$ cat config.mk
export PLATFORM = sky130hd
export DESIGN_NAME = layer_input_pio_bank
export DESIGN_NICKNAME = d
export VERILOG_FILES = /design/src/rtl/layer_pio_pkg.sv /design/src/rtl/layer_input_pio_channel.sv /design/src/rtl/layer_input_pio_bank.sv
export SDC_FILE = /design/constraint.sdc
export NUM_CORES = 1
export LEC_CHECK = 0
export CAP_MARGIN = 20
export CORE_UTILIZATION = 40
export DETAILED_ROUTE_END_ITERATION = 12
export GPL_TIMING_DRIVEN = 0
export PLACE_DENSITY = 0.66
export SYNTH_ARGS = -nofsm -noshare
export SYNTH_HDL_FRONTEND = slang
export SYNTH_SLANG_ARGS = --single-unit
$ cat constraint.sdc
create_clock -name clk -period 2.5 [get_ports clk]
set_clock_uncertainty 0.1 [all_clocks]
set_input_delay 0.25 -clock clk [delete_from_list [all_inputs] [get_ports clk]]
set_output_delay 0.25 -clock clk [all_outputs]
set_load 0.01 [all_outputs]
$ cat src/rtl/layer_pio_pkg.sv
// rtl/layer_pio_pkg.sv - address map and control/status bit positions for the layer input PIO bank
package layer_pio_pkg;

  localparam int CTRL_ADDR    = 0;
  localparam int CTRL_COMMIT  = 0;
  localparam int CTRL_CLR_OVR = 1;
  localparam int CTRL_AUTO    = 2;
  localparam int STS_VALID    = 0;
  localparam int STS_OVR      = 1;
  localparam int STS_AUTO     = 2;
  localparam int STS_CNT_LSB  = 8;

  function automatic int shadow_addr(input int i);
    return i + 1;
  endfunction

  function automatic int active_addr(input int n_ch, input int i);
    return n_ch + 1 + i;
  endfunction

endpackage

$ cat src/rtl/layer_input_pio_channel.sv
// rtl/layer_input_pio_channel.sv - one shadow/active register pair of the layer input PIO bank
module layer_input_pio_channel #(
  parameter int DATA_W = 9
) (
  input  logic              clk,
  input  logic              reset_n,
  input  logic              wr_en,
  input  logic              commit,
  input  logic [DATA_W-1:0] wdata,
  output logic [DATA_W-1:0] shadow_q,
  output logic [DATA_W-1:0] active_q
);

  always_ff @(posedge clk) begin
    if (!reset_n) begin
      shadow_q <= '0;
      active_q <= '0;
    end else begin
      if (wr_en) shadow_q <= wdata;
      // A shadow written on the commit cycle goes straight through to the active value.
      if (commit) active_q <= wr_en ? wdata : shadow_q;
    end
  end

endmodule

$ cat src/rtl/layer_input_pio_bank.sv
// rtl/layer_input_pio_bank.sv - multi-channel staged neuron input registers with atomic commit and valid/ready output
module layer_input_pio_bank
  import layer_pio_pkg::*;
#(
  parameter int N_CH   = 4,
  parameter int DATA_W = 9,
  parameter int ADDR_W = 6
) (
  input  logic                   clk,
  input  logic                   reset_n,
  input  logic [ADDR_W-1:0]      address,
  input  logic                   chipselect,
  input  logic                   write_n,
  input  logic [31:0]            writedata,
  output logic [31:0]            readdata,
  output logic [N_CH*DATA_W-1:0] out_port,
  output logic                   out_valid,
  input  logic                   out_ready
);

  logic              wr;
  logic              ctrl_wr;
  logic              commit;
  logic              handshake;
  logic              overrun;
  logic              auto_mode;
  logic [7:0]        commit_cnt;
  logic [N_CH-1:0]   wr_en;
  logic [DATA_W-1:0] shadow_q [N_CH];
  logic [DATA_W-1:0] active_q [N_CH];
  logic              unused_wdata;

  assign unused_wdata = ^writedata;

  assign wr        = chipselect && !write_n;
  assign ctrl_wr   = wr && (address == ADDR_W'(CTRL_ADDR));
  assign handshake = out_valid && out_ready;
  // Auto mode commits on the write to the last channel so a full vector update needs no CTRL write.
  assign commit    = (ctrl_wr && writedata[CTRL_COMMIT]) ||
                     (auto_mode && wr && (address == ADDR_W'(shadow_addr(N_CH - 1))));

  for (genvar i = 0; i < N_CH; i++) begin : g_ch
    assign wr_en[i] = wr && (address == ADDR_W'(shadow_addr(i)));

    layer_input_pio_channel #(
      .DATA_W (DATA_W)
    ) u_ch (
      .clk      (clk),
      .reset_n  (reset_n),
      .wr_en    (wr_en[i]),
      .commit   (commit),
      .wdata    (writedata[DATA_W-1:0]),
      .shadow_q (shadow_q[i]),
      .active_q (active_q[i])
    );

    assign out_port[i*DATA_W +: DATA_W] = active_q[i];
  end

  always_ff @(posedge clk) begin
    if (!reset_n) begin
      out_valid  <= 1'b0;
      overrun    <= 1'b0;
      auto_mode  <= 1'b0;
      commit_cnt <= '0;
    end else begin
      if (commit) begin
        out_valid  <= 1'b1;
        commit_cnt <= commit_cnt + 8'd1;
      end else if (handshake) begin
        out_valid <= 1'b0;
      end

      // Setting has priority over a CLR_OVR in the same cycle.
      if (commit && out_valid && !out_ready) overrun <= 1'b1;
      else if (ctrl_wr && writedata[CTRL_CLR_OVR]) overrun <= 1'b0;

      if (ctrl_wr) auto_mode <= writedata[CTRL_AUTO];
    end
  end

  always_comb begin
    readdata = '0;
    if (address == ADDR_W'(CTRL_ADDR)) begin
      readdata[STS_VALID]              = out_valid;
      readdata[STS_OVR]                = overrun;
      readdata[STS_AUTO]               = auto_mode;
      readdata[STS_CNT_LSB +: 8]       = commit_cnt;
    end
    for (int i = 0; i < N_CH; i++) begin
      if (address == ADDR_W'(shadow_addr(i)))       readdata[DATA_W-1:0] = shadow_q[i];
      if (address == ADDR_W'(active_addr(N_CH, i))) readdata[DATA_W-1:0] = active_q[i];
    end
  end

endmodule

==> metrics.txt <==
initial DRC count 240; EDFF count, synth 0; Die X roughly 100 um; RSZ-0062 raised after global routing no; H-tree levels 3; largest net degree at the start of global routing 16; nets@finish 579; fin crit share 0.973; Post-Route WL 12400 um; die area ~10000 um2; Detail Placement HPWL approximately 8600 um; DR top layer met4; max-slew violations 0; PD cells 479 nW/um2; metal2 WL 5640 um; RePlAce Congestion 0.924; synthesized flop and latch total 83; fin worst setup slack 68.0 ps; Placed Cells 653; Crit path required time 2150 ps; Synth top area share 0.419; Main synth FF type dfxtp_1; slew margin rel. 0.543; number of port buffers 70; drt pass-1 iters 7; pre-CTS setup slack -553 ps; Routed met3 length 957 um; WS Path Type in -> out; vias 3647; fin util 0.547; DR WL/cell 18.5 um; Root Buffer clkbuf_8; register area share after synthesis 0.419; critical path capture point type primary output; row count 35; top-count cell post-synth dfxtp_1; Post-CTS Hold Buffers 0; number of global-route vias before repair 3495; Critical Path AT around 2100 ps; Area contributors post-synth dfxtp_1, mux2i_1, a21oi_1, o21ai_0, nor2_1; synthesized area 3970 um2; WL met1 between 5000 and 6000 um; Hold Path Class in -> reg; remaining antenna violation count 0; Slew @ Worst Pin 686 ps; synth cell count leaders dfxtp_1, nor2_1, a21oi_1, mux2i_1, o21ai_0; outcome finished, final reports clean; cells after synthesis 439; initial antenna violation count 0; final setup fails 0; CTS Sinks 83; core area 9420 um2; Tot Pwr 2470 uW; Max Cap Viol 0; ys async rst share 0; GRT Util Overall 0.247; CP Launch Type input port; TNS Setup 0 ps; Initial Util 0.421; layout cell share with drive strength beyond 1 0.157; first-pass GRT wire length 18900 um; clock tree buffer depth 2; Non-Filler Instances 669; worst skew pair latency 360 ps; vias per cell 5.45; Synth cell types 42; area leader, netlist dfxtp_1; Fin. Hold Viols 0; DRC 0; Clk pin slew, worst setup/hold paths 90 ps; peak supply drop 0.277 mV; I/O Pins around 110; Syn-to-layout area delta 29.9%; Num CTS Buffers 9; final-layout fill cell count 892; global route total overflow 0; min Tclk post-route ~2400 ps; P_leak 0.00225 uW; diode count 0; Die Ht between 100 and 150 um; CP Max Fanout 10; Yosys warnings 0; syn_area_per_cell 9.03 um2; CTS tree yes; fmax 411 MHz
path summary, 6_finish.rpt:
path,startpoint,endpoint,slack [ps],depth (start not counted)
setup / recovery,address[1],readdata[7],70,6
hold / removal,address[3],auto_mode,280,5
setup reg to reg,auto_mode,g_ch[1].u_ch.active_q[2],790,5
hold reg to reg,commit_cnt[7],commit_cnt[7],380,2
worst max-delay path: stages:
cell	delay (ps)
dlygate4sd2_1	320
buf_4	220
nor4_4	320
and2_4	260
a32o_1	150
clkdlybuf4s50_1	550
power by group:
group	leakage (uW)	internal (uW)	switching (uW)
logic	0.00149	93.3	135
registers	0.000668	1320	1.83
clock network	0.0000851	394	520
total	0.00225	1810	657
routing by layer:
layer | up-vias | track usage
met1 | 1743 | 0.332
met3 | 18 | 0.0455
met4 | 0 | 0.0925
met5 | - | 0
li1 | 1723 | -
met2 | 163 | 0.392
cell usage in the layout (no fill, tap or decap), types with 4 or more instances in the layout:
cell type / netlist / layout
a31oi_1: 5 / 5
o21ai_1: 3 / 5
o21bai_1: 4 / 4
buf_2: 14 / 10
dfxtp_1: 83 / 83
clkdlybuf4s50_1: 0 / 63
a22oi_1: 9 / 9
nor2_1: 52 / 52
mux2_2: 9 / 9
nand2_1: 13 / 12
buf_4: 20 / 23
a221oi_1: 4 / 4
and3_1: 7 / 6
clkbuf_1: 10 / 9
conb_1: 1 / 16
a21oi_1: 45 / 45
nand3_1: 6 / 6
nand4_1: 5 / 5
and2_1: 8 / 7
buf_6: 4 / 5
mux2i_1: 42 / 42
a22o_1: 6 / 6
nand2b_1: 13 / 13
o21ai_0: 42 / 40
clkbuf_8: 0 / 10
state kept, by name (all words and copies together) (netlist names):
name and count:
auto_mode 1, commit_cnt 8, g_ch.u_ch.active_q 36, g_ch.u_ch.shadow_q 36
out_valid 1, overrun 1
through the flow:
| step | hold slack (ps) | area (um2) |
|---|---|---|
| 2_1_floorplan | 294 | 4020 |
| 3_3_place_gp | 363 | 4880 |
| 3_5_place_dp | 375 | 4880 |
| 4_1_cts | 270 | 5120 |
| 5_1_grt | 318 | 5150 |
| 6_report | 277 | 5150 |
logic make-up (layout without fill, tap and decap cells):
group           count (synthesis)  in the layout  share of synthesized area
xor+xnor                        2              2                    0.00442
fa+ha+maj                       1              1                    0.00316
simple gates                  121            121                      0.161
compound gates                125            125                      0.184
buf+inv                        52            138                     0.0802
flops                          83             83                      0.419
mux                            54             54                      0.147
other cells                     1             16                   0.000946
timing repair:
item                                    4_1_cts  5_1_grt
resized for setup                            28       13
cloned                                        0        0
pin swaps                                     0        2
endpoints found under the setup margin       15       12
buffers inserted                              0        1
endpoints found under the hold margin         0        0
final cells by class:
type,count,area [um2],share of cell area
Inverter,3,11.3,0.00219
Tap cell,129,161,0.0313
Clock buffer,10,138,0.0267
Timing Repair Buffer,71,698,0.136
Clock inverter,6,48.8,0.00948
Buffer,48,335,0.0651
Sequential cell,83,1660,0.323
Multi-Input combinational cell,319,2090,0.407
(Power assumes the default switching activity.)
